### src/rtl/tp_decode_scheduler.sv
// tp_decode_scheduler: sequences one shared BM/Chien engine over a frame.
// Hard mode runs a single pass (tp 0). Soft mode runs tp1..tp4 in order,
// stops early on a clean pass, otherwise picks the lowest-metric good pattern.
// Optional feature macro: TP_STATS_EN adds saturating frame/early/fail counters.
module tp_decode_scheduler #(
  parameter int unsigned MW      = 10,
  parameter int unsigned TIMEOUT = 255,
  parameter int unsigned OUT_GAP = 8
) (
  input  logic          i_clk,
  input  logic          i_rst_n,
  input  logic          i_start,
  input  logic          i_mode,
  output logic          o_eng_start,
  output logic [2:0]    o_eng_tp,
  input  logic          i_eng_done,
  input  logic [2:0]    i_eng_num_err,
  input  logic          i_eng_fail,
  input  logic [MW-1:0] i_eng_metric,
  output logic [2:0]    o_select_tp,
  output logic          o_sel_valid,
  output logic          o_early_stop_pulse,
  output logic [2:0]    o_early_stop_tp,
`ifdef TP_STATS_EN
  output logic [15:0]   o_frame_cnt,
  output logic [15:0]   o_early_cnt,
  output logic [15:0]   o_fail_cnt,
`endif
  output logic          o_busy
);

  localparam int unsigned CMAX = (TIMEOUT > OUT_GAP) ? TIMEOUT : OUT_GAP;
  localparam int unsigned CW   = $clog2(CMAX + 1);

  typedef enum logic [2:0] {S_IDLE, S_LAUNCH, S_WAIT, S_DECIDE, S_DRAIN} state_t;

  state_t                state, state_nx;
  logic                  mode, mode_nx;
  logic [2:0]            tp, tp_nx;
  logic [CW-1:0]         cnt, cnt_nx;
  logic [3:0]            fail_st, fail_st_nx;
  logic [3:0][MW-1:0]    metric_st, metric_st_nx;
  logic [1:0]            slot;

  logic                  done_ev, tmo_ev, pass_end, pass_fail, pass_clean;
  logic                  found;
  logic [MW-1:0]         best;
  logic [2:0]            win;

  logic                  eng_start_nx, sel_valid_nx, early_nx, busy_nx;
  logic [2:0]            eng_tp_nx, select_tp_nx, early_tp_nx;

  // A pass ends on done, or on timeout when no done arrives; done wins a tie.
  assign done_ev    = (state == S_WAIT) && i_eng_done;
  assign tmo_ev     = (state == S_WAIT) && !i_eng_done && (cnt == CW'(TIMEOUT - 1));
  assign pass_end   = done_ev || tmo_ev;
  assign pass_fail  = done_ev ? i_eng_fail : 1'b1;
  assign pass_clean = done_ev && !i_eng_fail && (i_eng_num_err == 3'd0);
  assign slot       = tp[1:0] - 2'd1;

  // State and per-frame datapath registers.
  always_ff @(posedge i_clk) begin
    if (!i_rst_n) begin
      state     <= S_IDLE;
      mode      <= 1'b0;
      tp        <= '0;
      cnt       <= '0;
      fail_st   <= '0;
      metric_st <= '0;
    end else begin
      state     <= state_nx;
      mode      <= mode_nx;
      tp        <= tp_nx;
      cnt       <= cnt_nx;
      fail_st   <= fail_st_nx;
      metric_st <= metric_st_nx;
    end
  end

  // Next-state logic, pattern sequencing and per-pattern result capture.
  always_comb begin
    state_nx     = state;
    mode_nx      = mode;
    tp_nx        = tp;
    fail_st_nx   = fail_st;
    metric_st_nx = metric_st;
    unique case (state)
      S_IDLE: begin
        if (i_start) begin
          state_nx = S_LAUNCH;
          mode_nx  = i_mode;
          tp_nx    = i_mode ? 3'd1 : 3'd0;
        end
      end
      S_LAUNCH: state_nx = S_WAIT;
      S_WAIT: begin
        if (pass_end) begin
          if (!mode || pass_clean) begin
            state_nx = S_DRAIN;
          end else begin
            fail_st_nx[slot]   = pass_fail;
            metric_st_nx[slot] = done_ev ? i_eng_metric : '0;
            if (tp == 3'd4) begin
              state_nx = S_DECIDE;
            end else begin
              tp_nx    = tp + 3'd1;
              state_nx = S_LAUNCH;
            end
          end
        end
      end
      S_DECIDE: state_nx = S_DRAIN;
      S_DRAIN: begin
        if (cnt == CW'(OUT_GAP - 1)) state_nx = S_IDLE;
      end
      default: state_nx = S_IDLE;
    endcase
    // One counter serves both the WAIT timeout and the DRAIN gap; it restarts on every state entry.
    cnt_nx = ((state_nx != state) || (state == S_IDLE)) ? '0 : cnt + 1'b1;
  end

  // Output next-values, including the winner pick used in DECIDE.
  always_comb begin
    found = 1'b0;
    best  = '0;
    win   = 3'd1;
    for (int unsigned i = 0; i < 4; i++) begin
      if (!fail_st[i] && (!found || (metric_st[i] < best))) begin
        found = 1'b1;
        best  = metric_st[i];
        win   = 3'(i + 1);
      end
    end
    eng_start_nx = (state_nx == S_LAUNCH);
    eng_tp_nx    = (state_nx == S_LAUNCH) ? tp_nx : o_eng_tp;
    sel_valid_nx = 1'b0;
    select_tp_nx = o_select_tp;
    early_nx     = 1'b0;
    early_tp_nx  = o_early_stop_tp;
    busy_nx      = (state_nx != S_IDLE);
    if (pass_end && !mode) begin
      sel_valid_nx = 1'b1;
      select_tp_nx = 3'd0;
    end
    if (pass_clean && mode) begin
      early_nx    = 1'b1;
      early_tp_nx = tp;
    end
    if (state == S_DECIDE) begin
      sel_valid_nx = 1'b1;
      select_tp_nx = win;
    end
  end

  // Registered outputs.
  always_ff @(posedge i_clk) begin
    if (!i_rst_n) begin
      o_eng_start        <= 1'b0;
      o_eng_tp           <= '0;
      o_select_tp        <= '0;
      o_sel_valid        <= 1'b0;
      o_early_stop_pulse <= 1'b0;
      o_early_stop_tp    <= '0;
      o_busy             <= 1'b0;
    end else begin
      o_eng_start        <= eng_start_nx;
      o_eng_tp           <= eng_tp_nx;
      o_select_tp        <= select_tp_nx;
      o_sel_valid        <= sel_valid_nx;
      o_early_stop_pulse <= early_nx;
      o_early_stop_tp    <= early_tp_nx;
      o_busy             <= busy_nx;
    end
  end

`ifdef TP_STATS_EN
  // Saturating frame statistics; a frame counts when its single result pulse is issued.
  always_ff @(posedge i_clk) begin
    if (!i_rst_n) begin
      o_frame_cnt <= '0;
      o_early_cnt <= '0;
      o_fail_cnt  <= '0;
    end else begin
      if ((sel_valid_nx || early_nx) && (o_frame_cnt != '1)) o_frame_cnt <= o_frame_cnt + 16'd1;
      if (early_nx && (o_early_cnt != '1)) o_early_cnt <= o_early_cnt + 16'd1;
      if ((state == S_DECIDE) && (&fail_st) && (o_fail_cnt != '1)) o_fail_cnt <= o_fail_cnt + 16'd1;
    end
  end
`endif

endmodule

### config.mk
export PLATFORM = sky130hd
export DESIGN_NAME = tp_decode_scheduler
export DESIGN_NICKNAME = d
export VERILOG_FILES = /design/src/rtl/tp_decode_scheduler.sv
export SDC_FILE = /design/constraint.sdc
export NUM_CORES = 1
export LEC_CHECK = 0
export BUFFER_PORTS_ARGS = -buffer_cell sky130_fd_sc_hd__buf_2
export CORE_UTILIZATION = 55
export DETAILED_ROUTE_END_ITERATION = 10
export GPL_TIMING_DRIVEN = 0
export HOLD_SLACK_MARGIN = 0.03
export PLACE_DENSITY = 0.73
export SYNTH_ARGS = -nofsm -noshare
export SYNTH_HDL_FRONTEND = slang
export SYNTH_SLANG_ARGS = --single-unit
### constraint.sdc
create_clock -name i_clk -period 6.3 [get_ports i_clk]
set_input_delay 0.315 -clock i_clk [delete_from_list [all_inputs] [get_ports i_clk]]
set_output_delay 0.315 -clock i_clk [all_outputs]
set_load 0.03 [all_outputs]
Yosys cells after proc, flatten, opt, wreduce, memory -nomap -nowiden
Cells that the tools add are included.

word-level totals
  flip-flop bits (word level) = 72
  output and inout bits = 13
  word-level logic and storage cells = 101

operators by class
  bitwise operators = 2
  multiplexer cells = 34
  equal/unequal tests = 9
  reductions and logical operators = 32
  add/subtract/negate cells = 3
  magnitude comparators = 5

operators with widths
  cell                 number
  $mux 10              5
  $bwmux 40            1
  $mux 3               12
  $lt 10x10->1         3
  $demux 10 s2         1
  $pmux 3 s5           1
  $logic_and 1x1->1    11
  $mux 1               9
  $add 8x1->8 const B  1
  $eq 8x3->1 const B   1
  $eq 8x8->1 const B   1
  $logic_not 1->1      8
  $eq 3x1->1 const B   2
  $eq 3x2->1 const B   2
  $eq 3x3->1 const B   2
  $logic_not 3->1      2
  $logic_or 1x1->1     6
  $pmux 3 s2           1
  $bwmux 4             1
  $mux 2               2
  $add 3x1->3 const B  1
  $lt 2x3->1 const B   1
  $ne 3x3->1           1
  $reduce_and 3->1     1
  8 further kinds      9

Depth between registers and ports, before layout
  word-level depth = 14
  gate-level depth with buffers = 26

Worst setup path after synthesis
No wires, ideal clock.

  kind = reg-to-reg
  start point = reg fail_st[0]
  end point = reg o_select_tp[1]
  arrival time = 5.258 ns
  cell stages (with the launch flop) = 26
  path buffers = 3
  clock period less this slack = 5.374 ns
  data required time = 6.184 ns
  path slack = 0.926 ns
  setup time = 0.116 ns
  cell sequence = dfxtp_1 clkbuf_1 nand2b_1 ha_1 nand4_1 a2111oi_2 a211oi_2 o21bai_1 buf_2 mux2_2 ha_1 o21a_1 o211ai_1 o21ai_0 o41ai_4 buf_2 nor2_1 a21oi_1 ha_1 and3_1 a221o_1 a211oi_1 o31ai_1 a221oi_1 o31ai_1 and3_1

between the ends
  cells in the longest elaborated chain, start to end = 14

RTL lines
  item                                                    line  RTL
  start: declaration                                      41    logic [3:0] fail_st, fail_st_nx;
  start signal: assignment                                75    fail_st <= fail_st_nx;
  $mux 10                                                 128   if (!fail_st[i] && (!found || (metric_st[i] < best))) begin
  $lt 10x10->1                                            128
  $logic_or 1x1->1                                        128
  $logic_and 1x1->1                                       128
  $mux 10 / $mux 1 (equally long branches)                128
  $lt 10x10->1 / $logic_not 1->1 (equally long branches)  128
  $logic_or 1x1->1                                        128
  $logic_and 1x1->1                                       128
  $mux 10 / $mux 1 (equally long branches)                128
  $lt 10x10->1 / $logic_not 1->1 (equally long branches)  128
  $logic_or 1x1->1                                        128
  $logic_and 1x1->1                                       128
  $mux 3 (*)                                              128
  $mux 3 (*)                                              149   if (state == S_DECIDE) begin
  end signal: assignment                                  168   o_select_tp <= select_tp_nx;
  end: declaration                                        20    output logic [2:0] o_select_tp,

Mark *: on every way between the ends. The rest lies on a longest branch, timed or not.
A chain may end at the register's enable or synchronous reset.

Worst setup path after layout
  start point = reg fail_st[0]
  end point = reg o_select_tp[0]

The elaborated chain is that of the path after synthesis.

==> results_dict.tcl <==
set metrics [dict create \
    pre_cts_slack_ns 0.0713 \
    synthDistinctLibCells 53 \
    maxClockFrequency_mhz 169 \
    vertical_die_dimension_um 85.9 \
    postSynthRegisterBits 72 \
    regArea_sq_mm 0.00144 \
    drt-vias-per-instance 5.61 \
    total_switching_power_uw 232 \
    route.detailed.drc 0 \
    via_count 3540 \
    power.share.clock 0.370 \
    ioPinCount 32 \
    critPathLaunch "fail_st[0]" \
    yosysWarningCount 0 \
    flop_pwr_share 0.548 \
    final_max_slew_viol_count 0 \
    flip_flop_cell_with_the_highest_count_after_synthesis "sky130_fd_sc_hd__dfxtp_1" \
    drt_iter0_drc 162 \
    total_grt_overflow 0 \
    final.hold.worst_slack_ns 0.229 \
    worst_path_dominant_cell_family "compound AO/OA/AOI/OAI gates" \
    critical_path_cell_count 25 \
    ctsLongestPathBuffers 2 \
    timing.critical_path.from_type "flop" \
    drive_above_1_share 0.138 \
    slowest_cell_on_the_critical_path "sky130_fd_sc_hd__mux2_2" \
    layout_setup_ws_ns 0.387 \
    die_area_sq_mm 0.00737 \
    tritoncts_num_sinks 72 \
    tightest_slew_ns 0.735 \
    p_per_area_mw_per_mm2 198 \
    grt_pass1_vias 3411 \
    insertedDiodeCount 0 \
    grt_max_degree 13 \
    outcome "completed" \
    clockRootBuffer "sky130_fd_sc_hd__clkbuf_8" \
    start_util 0.569 \
    timing.final.hold_violations 0 \
    worst_setup_path_endpoint "o_select_tp[0]" \
    ant_nets 0 \
    multiInputGateArea_sq_mm 0.00230 \
    crit_path_max_fo 10 \
    cp_num_buf_inv 3 \
    grt_pass1_wl_um 15800 \
    final.period_utilization 0.939 \
    clkTransAtPathRegs_ns 0.08 \
    firstDrtPassIters 4 \
    critical_path.reg2reg.endpoint "o_select_tp[0]" \
    critical-path-top-cell-by-count "sky130_fd_sc_hd__ha_1" \
    async_sr_flop_fraction 0 \
    skew_ns 0.00553 \
    fill_cells 638 \
    post-route-min-period_ns 5.91 \
    tritoncts "done" \
    syn2layout_area_growth_pct 11.7 \
    yosys.area.top_type "sky130_fd_sc_hd__dfxtp_1" \
    power.share.switching 0.271 \
    setup_viol 0 \
    mappedNetlistArea_sq_mm 0.00387 \
    internal_power_uw 625 \
    totalWireLength_um 9470 \
    hpwl_um 7120 \
    worstSetupPathType "reg -> reg" \
    synth-seq-area-share 0.373 \
    cts_repair_resize_count 0 \
    nNetsFinal 584 \
    clk_latency_ns 0.35 \
    critical_path.max_stage_delay_ns 0.37 \
    crit-reg2reg-launch "fail_st[0]" \
    peakVddDrop_mv 0.113 \
    portBuffers 31 \
    synth_cells 489 \
    floorplan.rows 30 \
    placeableCoreArea_sq_mm 0.00679 \
    cts_htree_levels 3 \
    max_cap_viol_count 0 \
    worstSetupEndpointType "flop" \
    power_leakage_nw 1.74 \
    post_synthesis_area_per_instance_sq_um 7.91 \
    worst_hold_path_type "in -> reg" \
    post_drt_wl_per_cell_um 15.0 \
    antenna_found_initial 0 \
    setup_total_negative_slack_ns 0 \
    worst-endpoint-arrival_ns 6.14 \
    cts_hold_repair.buffers 0 \
    yosys-top-cells-area "sky130_fd_sc_hd__dfxtp_1, sky130_fd_sc_hd__nor2_1, sky130_fd_sc_hd__ha_1" \
    synth_top_cell_area_share 0.373 \
    synthesis.nets 542 \
    worst-r2r-setup-slack_ns 0.39 \
    gpl.final_weighted_congestion 0.943 \
    cts-buffers-inserted 9 \
    grtUsageTotal 0.280 \
    cp.required_ns 6.53 \
    number_of_cells_on_the_worst_reg_to_reg_path 25 \
    power_frac_comb 0.083 \
    number_of_setup_buffers_added_after_cts 0 \
    die_w_um 85.9 \
    max-slew-margin-rel 0.497 \
    number_of_synthesized_flops_with_an_enable_pin 0 \
]
[sequential cells by signal (all words and copies together) (netlist names)]
register,count
o_select_tp,3
o_sel_valid,1
tp,3
cnt,8
o_eng_start,1
state,3
fail_st,4
metric_st,40
o_early_stop_tp,3
o_eng_tp,3
o_busy,1
mode,1
o_early_stop_pulse,1
[power groups by stage]
stage          Clock, mW  Sequential (mW)  Combinational (mW)
2_1_floorplan          0            0.484              0.0407
3_3_place_gp           0            0.479              0.0691
3_5_place_dp           0            0.480              0.0698
4_1_cts            0.322            0.469              0.0703
5_1_grt            0.346            0.471              0.0797
6_report           0.317            0.469              0.0707
[synthesized netlist by cell type (all sizes together), types with 3 or more instances]
cell	n
mux2	10
or2	3
a21oi	67
ha	34
o21a	5
clkbuf	12
and3	4
nor2	133
nand3b	3
inv	13
dfxtp	72
a211oi	4
o31ai	4
mux2i	4
xor2	5
buf	8
and2	4
nand2b	10
nand4	6
nor3	6
nand3	6
nor2b	4
o21ai	12
nand2	32
[per-stage QoR]
step / instance area (sq um) / util / total power, mW / cells
after floorplan: 3870 / - / 0.525 / 489
after global placement: 4140 / 0.610 / 0.549 / 616
after detailed placement: 4140 / 0.610 / 0.549 / 616
after CTS: 4310 / 0.634 / 0.861 / 631
after global routing: 4320 / 0.636 / 0.897 / 631
final: 4320 / 0.636 / 0.857 / 631
[worst min path at each step]
stage                    from        endpoint  slack (ns)  cells past startpoint
2_1_floorplan    metric_st[0]    metric_st[0]        0.45                      2
3_3_place_gp   o_select_tp[2]  o_select_tp[2]        0.44                      2
3_5_place_dp   o_select_tp[2]  o_select_tp[2]        0.45                      2
4_1_cts                i_mode            mode        0.23                      3
5_1_grt                i_mode            mode        0.24                      3
6_report               i_mode            mode        0.23                      3
[placed cells by master, fill, tap and decap left out, drive strengths merged, types with 5 or more instances in the layout]
| cell type | n |
|---|---|
| nor2 | 133 |
| dfxtp | 72 |
| a21oi | 67 |
| buf | 39 |
| ha | 34 |
| nand2 | 32 |
| clkbuf | 21 |
| inv | 13 |
| o21ai | 12 |
| nand2b | 10 |
| mux2 | 10 |
| nor3 | 6 |
| nand4 | 6 |
| nand3 | 6 |
| clkinv | 6 |
| o21a | 5 |
| xor2 | 5 |
[per-layer routing]
metal	GRT usage	wire length, um
met3	0.0472	510
met4	0.171	309
met2	0.469	4490
met5	0	0
met1	0.334	4160
[final cells by class]
cell class	count	area share
inverter	13	0.0113
timing repair buffer	31	0.0359
tap	96	0.0278
buffer	20	0.0217
multi-input combinational	384	0.533
clock inverter	6	0.00868
sequential	72	0.333
clock buffer	9	0.0287
[kinds of logic after synthesis]
family | after synthesis | synth area share
and+or+nand+nor | 219 | 0.249
AOI/OAI and AO/OA | 111 | 0.179
DFF | 72 | 0.373
adders and majority gates | 34 | 0.110
buffers and inverters | 33 | 0.0349
muxes | 14 | 0.0404
xor gates and xnor gates | 6 | 0.0136
[worst register-to-register path, stage by stage (launching register included)]
cell and delay, ns:
sky130_fd_sc_hd__dfxtp_1 0.36, sky130_fd_sc_hd__clkbuf_2 0.21, sky130_fd_sc_hd__nand2b_1 0.21, sky130_fd_sc_hd__ha_1 0.32, sky130_fd_sc_hd__nand4_1 0.12, sky130_fd_sc_hd__a2111oi_2 0.33, sky130_fd_sc_hd__a211oi_2 0.13, sky130_fd_sc_hd__o21bai_2 0.18
sky130_fd_sc_hd__buf_6 0.19, sky130_fd_sc_hd__mux2_2 0.38, sky130_fd_sc_hd__ha_1 0.30, sky130_fd_sc_hd__o21a_1 0.19, sky130_fd_sc_hd__o211ai_1 0.20, sky130_fd_sc_hd__o21ai_1 0.17, sky130_fd_sc_hd__o41ai_4 0.36, sky130_fd_sc_hd__buf_4 0.22
sky130_fd_sc_hd__nor2_1 0.06, sky130_fd_sc_hd__a21oi_1 0.14, sky130_fd_sc_hd__ha_1 0.26, sky130_fd_sc_hd__a21o_1 0.18, sky130_fd_sc_hd__a221o_1 0.36, sky130_fd_sc_hd__a211oi_1 0.22, sky130_fd_sc_hd__o31ai_1 0.16, sky130_fd_sc_hd__a221o_1 0.32
sky130_fd_sc_hd__o2111ai_1 0.12, sky130_fd_sc_hd__a21oi_1 0.10
Note: power is estimated with default switching activity, not from simulation.
